$ cat src/rtl/note_history_buffer_pkg.sv
// Shared note types and history sizing for the note lookup / display path.
// Latency: n/a (declarations only).
// Backpressure: n/a.
package note_pkg;
   localparam int NOTE_W     = 6;
   localparam int HIST_DEPTH = 160;
   localparam int REST_NOTE  = 0;

   typedef logic [NOTE_W-1:0] note_t;
endpackage

$ cat src/rtl/note_history_buffer_if.sv
// Note stream in, history read port and debounced note status out.
// Latency: n/a (wiring only).
// Backpressure: none; samples are accepted every cycle they are valid.
interface note_history_buffer_if #(
   parameter int NOTE_W = note_pkg::NOTE_W,
   parameter int DEPTH  = note_pkg::HIST_DEPTH
);
   localparam int AW = $clog2(DEPTH);
   localparam int FW = $clog2(DEPTH + 1);

   logic [NOTE_W-1:0] note_in;
   logic              note_valid_in;
   logic              clear_in;
   logic [AW-1:0]     rd_offset_in;
   logic [NOTE_W-1:0] rd_data_out;
   logic [NOTE_W-1:0] note_out;
   logic              note_change_out;
   logic [FW-1:0]     fill_out;

   modport master (
      output note_in, note_valid_in, clear_in, rd_offset_in,
      input  rd_data_out, note_out, note_change_out, fill_out
   );

   modport slave (
      input  note_in, note_valid_in, clear_in, rd_offset_in,
      output rd_data_out, note_out, note_change_out, fill_out
   );
endinterface

$ cat src/rtl/note_history_buffer_ring_ram.sv
// Simple dual-port history storage, one write and one read port, no reset.
// Latency: 1 cycle read, read-first on a same-address write.
// Backpressure: none.
module note_ring_ram
   import note_pkg::*;
#(
   parameter int DEPTH = HIST_DEPTH,
   parameter int W     = NOTE_W,
   parameter int AW    = $clog2(DEPTH)
) (
   input  logic          clk_in,
   input  logic          wr_en,
   input  logic [AW-1:0] wr_addr,
   input  logic [W-1:0]  wr_dat,
   input  logic [AW-1:0] rd_addr,
   output logic [W-1:0]  rd_dat
);
   logic [W-1:0] mem [DEPTH];

   // Write and registered read share the edge; the read sees the old word.
   always_ff @(posedge clk_in) begin
      if (wr_en) begin
         mem[wr_addr] <= wr_dat;
      end
      rd_dat <= mem[rd_addr];
   end
endmodule

$ cat src/rtl/note_history_buffer.sv
// Debounces per-frame note detections and keeps a circular history of committed notes.
// Latency: commit visible 1 cycle after the deciding sample; history read 1 cycle.
// Backpressure: none; every valid cycle is one sample, full history overwrites the oldest.
module note_history_buffer #(
   parameter int NOTE_W       = note_pkg::NOTE_W,
   parameter int DEPTH        = note_pkg::HIST_DEPTH,
   parameter int STABLE_COUNT = 4,
   parameter int REST_NOTE    = note_pkg::REST_NOTE,
   parameter bit RECORD_RESTS = 1'b0
) (
   input  logic clk_in,
   input  logic rst_in,
   note_history_buffer_if.slave bus
);
   localparam int                AW      = $clog2(DEPTH);
   localparam int                FW      = $clog2(DEPTH + 1);
   localparam logic [NOTE_W-1:0] REST    = NOTE_W'(REST_NOTE);
   localparam logic [3:0]        SAT     = 4'(STABLE_COUNT);
   localparam logic [AW-1:0]     LAST    = AW'(DEPTH - 1);
   localparam logic [FW-1:0]     FULL    = FW'(DEPTH);
   localparam logic [AW:0]       DEPTH_X = (AW + 1)'(DEPTH);
   localparam logic [AW:0]       ONE_X   = (AW + 1)'(1);

   logic [NOTE_W-1:0] cand;
   logic [3:0]        cnt;
   logic [NOTE_W-1:0] stable;
   logic [AW-1:0]     wr_ptr;
   logic [FW-1:0]     fill;
   logic              chg_q;
   logic              rd_hit_q;

   logic [3:0]        cnt_nxt;
   logic              commit;
   logic              hist_wr;
   logic [AW:0]       off_x;
   logic [AW:0]       ptr_x;
   logic [AW-1:0]     rd_addr;
   logic              rd_hit;
   logic [NOTE_W-1:0] ram_dat;

   // Match counting and commit decision for the sample on the bus this cycle.
   always_comb begin
      cnt_nxt = 4'd1;
      if (bus.note_in == cand) begin
         cnt_nxt = (cnt >= SAT) ? SAT : cnt + 4'd1;
      end
      commit  = bus.note_valid_in && (cnt_nxt == SAT) && (bus.note_in != stable);
      hist_wr = rst_in && commit && !bus.clear_in
                && (RECORD_RESTS || (bus.note_in != REST));
   end

   // Age-to-address mapping without assuming a power-of-two depth.
   always_comb begin
      off_x = {1'b0, bus.rd_offset_in};
      if (off_x >= DEPTH_X) begin
         off_x = '0;  // out-of-range ages are masked by rd_hit anyway
      end
      ptr_x = {1'b0, wr_ptr};
      if (ptr_x > off_x) begin
         rd_addr = AW'(ptr_x - off_x - ONE_X);
      end else begin
         rd_addr = AW'(ptr_x + DEPTH_X - off_x - ONE_X);
      end
      rd_hit = FW'(bus.rd_offset_in) < fill;
   end

   // Debounce, pointer and fill state; clear outranks a same-cycle commit.
   always_ff @(posedge clk_in) begin
      if (!rst_in) begin
         cand     <= REST;
         cnt      <= 4'd0;
         stable   <= REST;
         wr_ptr   <= '0;
         fill     <= '0;
         chg_q    <= 1'b0;
         rd_hit_q <= 1'b0;
      end else begin
         chg_q    <= 1'b0;
         rd_hit_q <= rd_hit;
         if (bus.note_valid_in) begin
            cand <= bus.note_in;
            cnt  <= cnt_nxt;
         end
         if (bus.clear_in) begin
            wr_ptr <= '0;
            fill   <= '0;
            stable <= REST;
         end else if (commit) begin
            stable <= bus.note_in;
            chg_q  <= 1'b1;
            if (hist_wr) begin
               wr_ptr <= (wr_ptr == LAST) ? '0 : wr_ptr + AW'(1);
               if (fill != FULL) begin
                  fill <= fill + FW'(1);
               end
            end
         end
      end
   end

   note_ring_ram #(
      .DEPTH (DEPTH),
      .W     (NOTE_W),
      .AW    (AW)
   ) u_ram (
      .clk_in  (clk_in),
      .wr_en   (hist_wr),
      .wr_addr (wr_ptr),
      .wr_dat  (bus.note_in),
      .rd_addr (rd_addr),
      .rd_dat  (ram_dat)
   );

   // Stale or never-written entries read back as a rest.
   assign bus.rd_data_out     = rd_hit_q ? ram_dat : REST;
   assign bus.note_out        = stable;
   assign bus.note_change_out = chg_q;
   assign bus.fill_out        = fill;
endmodule
$ cat src/flat_wrapper.sv
// flat-port wrapper written by rule: the top's interface ports become plain ports
module note_history_buffer_flat 
#(
   parameter int NOTE_W       = note_pkg::NOTE_W,
   parameter int DEPTH        = note_pkg::HIST_DEPTH,
   parameter int STABLE_COUNT = 4,
   parameter int REST_NOTE    = note_pkg::REST_NOTE,
   parameter bit RECORD_RESTS = 1'b0
)
  (clk_in, rst_in, bus_note_in, bus_note_valid_in, bus_clear_in, bus_rd_offset_in, bus_rd_data_out, bus_note_out, bus_note_change_out, bus_fill_out);
  note_history_buffer_if #(.NOTE_W(NOTE_W), .DEPTH(DEPTH)) bus_i ();
  input  logic clk_in;
  input  logic rst_in;
  input wire logic [$bits(bus_i.note_in)-1:0] bus_note_in;
  input wire logic [$bits(bus_i.note_valid_in)-1:0] bus_note_valid_in;
  input wire logic [$bits(bus_i.clear_in)-1:0] bus_clear_in;
  input wire logic [$bits(bus_i.rd_offset_in)-1:0] bus_rd_offset_in;
  output wire logic [$bits(bus_i.rd_data_out)-1:0] bus_rd_data_out;
  output wire logic [$bits(bus_i.note_out)-1:0] bus_note_out;
  output wire logic [$bits(bus_i.note_change_out)-1:0] bus_note_change_out;
  output wire logic [$bits(bus_i.fill_out)-1:0] bus_fill_out;
  assign bus_i.note_in = bus_note_in;
  assign bus_i.note_valid_in = bus_note_valid_in;
  assign bus_i.clear_in = bus_clear_in;
  assign bus_i.rd_offset_in = bus_rd_offset_in;
  assign bus_rd_data_out = bus_i.rd_data_out;
  assign bus_note_out = bus_i.note_out;
  assign bus_note_change_out = bus_i.note_change_out;
  assign bus_fill_out = bus_i.fill_out;
  note_history_buffer #(.NOTE_W(NOTE_W), .DEPTH(DEPTH), .STABLE_COUNT(STABLE_COUNT), .REST_NOTE(REST_NOTE), .RECORD_RESTS(RECORD_RESTS)) u_core (.clk_in(clk_in), .rst_in(rst_in), .bus(bus_i));
endmodule
$ cat config.mk
export PLATFORM = sky130hd
export DESIGN_NAME = note_history_buffer_flat
export DESIGN_NICKNAME = d
export VERILOG_FILES = /design/src/rtl/note_history_buffer_pkg.sv /design/src/rtl/note_history_buffer_if.sv /design/src/rtl/note_history_buffer_ring_ram.sv /design/src/rtl/note_history_buffer.sv /design/src/flat_wrapper.sv
export SDC_FILE = /design/constraint.sdc
export NUM_CORES = 1
export LEC_CHECK = 0
export ABC_AREA = 1
export CORE_MARGIN = 5
export CORE_UTILIZATION = 55
export CTS_CLUSTER_SIZE = 25
export DETAILED_ROUTE_END_ITERATION = 16
export DONT_BUFFER_PORTS = 1
export PLACE_DENSITY = 0.72
export REMOVE_ABC_BUFFERS = 1
export SLEW_MARGIN = 10
export SYNTH_ARGS = -nofsm -noshare
export SYNTH_HDL_FRONTEND = slang
export SYNTH_SLANG_ARGS = --single-unit
$ cat constraint.sdc
create_clock -name clk_in -period 5.2 [get_ports clk_in]
set_clock_uncertainty 0.15 [all_clocks]
set_input_delay 0.78 -clock clk_in [delete_from_list [all_inputs] [get_ports clk_in]]
set_output_delay 0.78 -clock clk_in [all_outputs]
set_load 0.02 [all_outputs]
==> flow_summary.json, run 1 <==
{
  "min-delay-start": "bus_note_valid_in",
  "critPathMaxFanout": 52,
  "n_fill_cell": 5818,
  "period_needed_ns": 4.23,
  "cts_tree": "built",
  "met2_length_um": 48300,
  "slew_violations": 0,
  "initial_utilization": 0.552,
  "die_w_um": 286,
  "grt_pass1_vias": 26500,
  "ant_nets": 0,
  "setup_viol": 0,
  "wl_per_cell_um": 23.5,
  "yosys.area.top_type": "edfxtp_1",
  "max-clock-path-buffers": 3,
  "critical_path_arrival_ns": 4.63,
  "drc": 0,
  "timing.rr.start": "u_core.wr_ptr[4]",
  "vias_per_cell": 6.14,
  "ys.flop_type": "edfxtp_1",
  "track_usage": 0.256,
  "r2r_setup_slack_ns": 1.10,
  "syn_to_final_growth_pct": 10.2,
  "wl_met1_um": 43600,
  "route.met3.wl_um": 10900,
  "synth_common_cells": "960 x edfxtp_1, 617 x nor2_1, 451 x o21ai_0",
  "irDropWorstVdd_mv": 0.329,
  "p_total_w": 0.0174,
  "final_area_um2": 46000,
  "num_rows": 101,
  "grt_overflow": 0,
  "cts_setup_buffers": 0,
  "cts.sinks": 1000,
  "syn-instance-count": 3565,
  "cp-end-kind": "flop",
  "slew_headroom": 0.208,
  "post-synth-top-count-cell": "edfxtp_1",
  "powerDensity_nw_per_um2": 378,
  "clock_latency_ns": 0.66,
  "power_leakage_nw": 15.5,
  "hold_path_end": "u_core.cand[2]",
  "drive_above_1_share": 0.0602,
  "critPathLaunchType": "input port",
  "synth_area_um2": 41700,
  "r2r_cells": 14,
  "path_class": "input port to flop",
  "cts_max_level": 3,
  "cts_buffers": 97,
  "netlist.area_leader.share": 0.691,
  "clk_pin_slew_ns": 0.07,
  "timing.rr.end": "u_core.u_ram.rd_dat[4]",
  "routed_wl_um": 107000,
  "worstMarginPinSlew_ns": 1.18,
  "highest_layer": "met4",
  "hp-class": "input port to flop",
  "place_area_um2": 42700,
  "rsz0062_at_grt": "no",
  "port-buffer-count": 0,
  "vias": 27900,
  "status": "completed",
  "synth_edf_count": 960,
  "yosysSeqAreaShare": 0.710,
  "synth.top_cells.by_area": "edfxtp_1 69%, nor2_1 5.5%, o21ai_0 5.4%",
  "synth_seq_cells": 1000,
  "synth_cell_types": 35,
  "yosysWarnings": 0,
  "nets": 3542,
  "crit_required_ns": 5.60,
  "cts-root-buf": "clkbuf_16",
  "holdPathStages": 1,
  "avgSynthCellArea_um2": 11.7,
  "fin_tns_setup_ns": 0,
  "die_height_um": 286,
  "fmax_ghz": 0.237,
  "grt_max_degree": 199,
  "routabilityCongestion": 0.875,
  "ios": 39,
  "synthArstFlopShare": 0,
  "maxCapViolations": 0,
  "first_pass_iters": 6,
  "antenna_found_initial": 0,
  "fin_crit_sh": 0.813,
  "core-area_um2": 75600,
  "grt_pass1_wl_um": 161000,
  "die-area_um2": 81500,
  "hpwl_um": 59700,
  "drt_first_iter_violations": 3938,
  "finalHoldViolCount": 0
}
area by class of cell:
type | instances | area, um2 | share of cell area
flip-flops and latches | 1000 | 29600 | 0.644
multi-input cells | 2104 | 10400 | 0.226
clock buffers | 119 | 2590 | 0.0563
well taps | 978 | 1220 | 0.0266
inverters | 236 | 898 | 0.0195
clock inverters | 64 | 743 | 0.0162
repair buffers | 48 | 538 | 0.0117
diodes | 1 | 2.50 | 0.0000544
worst max path at each step:
stage                     slack [ns]                     end                start
final                           0.97  u_core.u_ram.rd_dat[4]  bus_rd_offset_in[6]
after CTS                       1.06  u_core.u_ram.rd_dat[4]  bus_rd_offset_in[6]
after global routing            0.79  u_core.u_ram.rd_dat[4]  bus_rd_offset_in[6]
after floorplan               -17.17  u_core.u_ram.rd_dat[0]  bus_rd_offset_in[6]
after detailed placement        0.35  u_core.u_ram.rd_dat[4]  bus_rd_offset_in[6]
after global placement          0.47  u_core.u_ram.rd_dat[4]  bus_rd_offset_in[6]
flip-flops by register name, indices dropped and copies added, names as in the netlist:
register and cells:
u_core.rd_hit_q 1, u_core.bus.note_change_out 1, u_core.cnt 4, u_core.u_ram.mem 960, u_core.wr_ptr 8, u_core.cand 6
u_core.u_ram.rd_dat 6, u_core.bus.fill_out 8, u_core.bus.note_out 6
through the flow:
stage / utilization / hold slack [ns] / worst slack (ns) / instances
3_5_place_dp: 0.564 / 0.276 / 0.346 / 4365
6_report: 0.609 / 0.0541 / 0.973 / 4550
4_1_cts: 0.609 / 0.0201 / 1.06 / 4549
2_1_floorplan: - / 0.260 / -17.17 / 3340
3_3_place_gp: 0.564 / 0.275 / 0.473 / 4365
5_1_grt: 0.609 / 0.0413 / 0.792 / 4549
where the power goes:
group          internal [W]  switching, W  total (W)
Clock               0.00431       0.00304    0.00735
Sequential          0.00883     0.0000188    0.00885
Combinational      0.000349      0.000818    0.00117
critical path, cell delays in order:
cell and delay (ns):
o21ai_0 0.24, buf_4 0.20, inv_1 0.04, nor2_1 0.17, inv_1 0.07, ha_1 0.30, inv_1 0.06, nor3_1 0.25
nand4_1 0.18, nand2_1 0.41, nand2_1 0.20, nand2_4 0.58, buf_12 0.24, nand2_1 0.06, nand3_1 0.06, nand3_1 0.12
nand3_1 0.15, nand3_1 0.20, nand3_1 0.19, nand2_1 0.07
metal layers:
| metal | global-route usage | vias up |
|---|---|---|
| met2 | 0.390 | 1528 |
| met4 | 0.0964 | 0 |
| met1 | 0.373 | 13500 |
| li1 | - | 12600 |
| met5 | 0 | - |
| met3 | 0.0475 | 228 |
placed cells by master, fill, tap and decap left out, types with 33 or more instances in the layout:
cell type | netlist | layout
dfxtp_1 | 40 | 40
edfxtp_1 | 960 | 960
clkbuf_16 | 0 | 98
a21oi_1 | 56 | 56
nand2_1 | 354 | 352
buf_4 | 0 | 33
nor2_1 | 617 | 617
o21ai_0 | 451 | 451
o22ai_1 | 186 | 186
nand3_1 | 262 | 261
inv_1 | 231 | 230
cell families (layout without fill, tap and decap cells):
group / Yosys count / count (layout) / share of synthesized area
compound gates: 779 / 779 / 0.106
xor+xnor: 20 / 20 / 0.00420
flops: 1000 / 1000 / 0.710
fa+ha+maj: 37 / 37 / 0.0123
buf+inv: 461 / 467 / 0.0433
other cells: 0 / 1 / 0
simple gates: 1268 / 1268 / 0.124
repair_timing:
action | in CTS | in global routing
setup endpoints to repair | 0 | 0
hold buffers | 1 | 0
hold endpoints to repair | 1 | 0
gates resized for setup | 0 | 0
Power figures use the tool's default switching activity.
==> run 2: changes to the inputs <==
--- a/config.mk
+++ b/config.mk
@@ -11,7 +11,7 @@
 export CTS_CLUSTER_SIZE = 25
 export DETAILED_ROUTE_END_ITERATION = 16
 export DONT_BUFFER_PORTS = 1
-export PLACE_DENSITY = 0.72
+export PLACE_DENSITY = 0.75
 export REMOVE_ABC_BUFFERS = 1
 export SLEW_MARGIN = 10
 export SYNTH_ARGS = -nofsm -noshare
==> constraint.sdc (replaced) <==
create_clock -name clk_in -period 3.5 [get_ports clk_in]
set_clock_uncertainty 0.15 [all_clocks]
set_input_delay 0.525 -clock clk_in [delete_from_list [all_inputs] [get_ports clk_in]]
set_output_delay 0.525 -clock clk_in [all_outputs]
set_load 0.02 [all_outputs]
==> run 2 against run 1 <==
First-iteration DRC count up 7.1%; non-clock buffer count increased by 202; setup slack worse by 0.89 ns; register-to-register slack lost 1.0 ns; largest power group unchanged; die area unchanged; sequential power grew 49%; sequential cell count unchanged; via count up 5.0%; power increased by 49%; clock power up 44%; final cell count grew 4.3%; sequential share of layout area shrank 2.6 points.
==> flow_summary.json, run 2 (synthesis gave the netlist of run 1 again) <==
{
  "worstMarginPinSlew_ns": 0.838,
  "slew_violations": 0,
  "cts_tree": "built",
  "core-area_um2": 75600,
  "rsz0062_at_grt": "no",
  "path_class": "flop to flop",
  "first_pass_iters": 6,
  "fin_crit_sh": 0.976,
  "grt_pass1_vias": 28800,
  "cp-end-kind": "flop",
  "slowest_delay_ns": 0.70,
  "clk_pin_slew_ns": 0.07,
  "place_area_um2": 44500,
  "hold_ws_ns": 0.0618,
  "track_usage": 0.270,
  "cts_setup_buffers": 0,
  "max-clock-path-buffers": 3,
  "die_w_um": 286,
  "cp_slowest_cell": "fa_4",
  "layout_common_cells": "960 x edfxtp_1, 614 x nor2_1, 450 x o21ai_0",
  "final_cell_count_no_fill": 4747,
  "port-buffer-count": 0,
  "largest_reg_flops": 960,
  "critical_path.cell_chain": "ha_1, fa_4, inv_6, buf_12, buf_12, o21ai_0, o22ai_1, inv_1, nand3_1, nand3_1, nand3_1, nand3_1, nand3_1, nand3_1, nand2_1",
  "grt_overflow": 0,
  "powerDensity_nw_per_um2": 541,
  "timing.rr.start": "u_core.wr_ptr[0]",
  "num_rows": 101,
  "p_comb_frac": 0.083,
  "ant_nets": 0,
  "cts_buffers": 96,
  "slew_headroom": 0.440,
  "initial_utilization": 0.552,
  "mostFrequentLayoutCell": "edfxtp_1",
  "maxCapViolations": 0,
  "setup_viol": 0,
  "nets": 3743,
  "hp-class": "input port to flop",
  "hpwl_um": 65500,
  "grt_pass1_wl_um": 170000,
  "grt_max_degree": 163,
  "clkPwrFrac": 0.410,
  "wl_met1_um": 42400,
  "p_total_w": 0.0259,
  "cp-startpoint": "u_core.wr_ptr[0]",
  "routed_wl_um": 111000,
  "route.met3.wl_um": 12400,
  "highest_layer": "met5",
  "antenna_found_initial": 2,
  "power_leakage_nw": 16.7,
  "clock_latency_ns": 0.66,
  "finalHoldViolCount": 0,
  "syn_to_final_growth_pct": 14.9,
  "p_int_w": 0.0200,
  "cpMostUsedCell": "nand3_1",
  "critical_path_arrival_ns": 3.87,
  "status": "completed",
  "layout_setup_ws_ns": 0.0852,
  "die_height_um": 286,
  "critPathLaunchType": "flop",
  "irDropWorstVdd_mv": 0.611,
  "fmax_ghz": 0.293,
  "top_register": "u_core.u_ram.mem",
  "wl_per_cell_um": 23.5,
  "routabilityCongestion": 0.921,
  "vias_per_cell": 6.18,
  "final_area_um2": 48000,
  "cts-root-buf": "clkbuf_16",
  "critPathMaxFanout": 23,
  "period_needed_ns": 3.41,
  "placedCellCount": 4555,
  "drt_first_iter_violations": 4219,
  "crit_required_ns": 3.96,
  "swShare": 0.228,
  "cts_max_level": 3,
  "antenna_cells": 0,
  "ios": 39,
  "vias": 29300,
  "switchingPower_w": 0.00591,
  "pre_cts_slack_ns": -0.509,
  "p_seq_frac": 0.507,
  "cts.sinks": 1000,
  "drive_above_1_share": 0.107,
  "met2_length_um": 51400,
  "r2r_setup_slack_ns": 0.09,
  "die-area_um2": 81500,
  "drc": 0,
  "min-delay-start": "bus_note_valid_in"
}
-- run 2: changes by cell type in the layout (fill, tap and decap cells not counted), moves of 4 or more --
cell / change
dlygate4sd3_1: +6
clkinv_1: +11
buf_4: +158
inv_6: -4
buf_12: +31
buf_16: +6
clkbuf_8: -6
clkinv_2: -5
-- run 2: final timing paths --
check / endpoint / depth (start not counted)
worst max-delay path: u_core.u_ram.rd_dat[2] / 15
worst min-delay path: u_core.bus.fill_out[7] / 4
worst max register to register: u_core.u_ram.rd_dat[2] / 15
worst min register to register: u_core.cnt[1] / 2
-- run 2: routing by layer --
layer / vias up / track usage
li1: 13000 / -
met1: 14100 / 0.366
met2: 1832 / 0.429
met3: 318 / 0.0573
met4: 4 / 0.114
met5: - / 0
-- run 2: what timing repair did --
| action | in CTS | in global routing |
|---|---|---|
| endpoints found under the hold margin | 978 | 0 |
| setup endpoints to repair | 1 | 14 |
| gates resized for setup | 1 | 10 |
| hold buffers | 13 | 0 |
| pin swaps | 0 | 1 |
-- run 2: worst max-delay path: cells and delay by family (launching register included) --
family | cells | cell delay [ns]
AOI/OAI and AO/OA | 2 | 0.30
buffers and inverters | 4 | 0.67
adders and majority gates | 2 | 0.91
DFF | 1 | 0.40
and+or+nand+nor | 7 | 0.90
-- run 2: power by group through the flow --
| stage | Sequential [W] | Combinational [W] | Clock (W) |
|---|---|---|---|
| after floorplan | 0.0134 | 0.00116 | 0 |
| after global placement | 0.0134 | 0.00183 | 0 |
| after detailed placement | 0.0134 | 0.00186 | 0 |
| after CTS | 0.0132 | 0.00211 | 0.0107 |
| after global routing | 0.0132 | 0.00232 | 0.0113 |
| final | 0.0132 | 0.00215 | 0.0106 |
-- run 2: cell type report --
cell class              instances  area (um2)
clock buffers                 115        2540
clock inverters                64         704
inverters                     236         898
fillers                      5421       27600
multi-input cells            2104       10400
well taps                     978        1220
flip-flops and latches       1000       29600
repair buffers                250        2580
-- run 2: through the flow --
step                      TNS, ns  utilization
after CTS                       0        0.634
after global placement      -2.42        0.588
after floorplan           -111.69            -
after global routing            0        0.635
final                           0        0.635
after detailed placement    -2.79        0.588
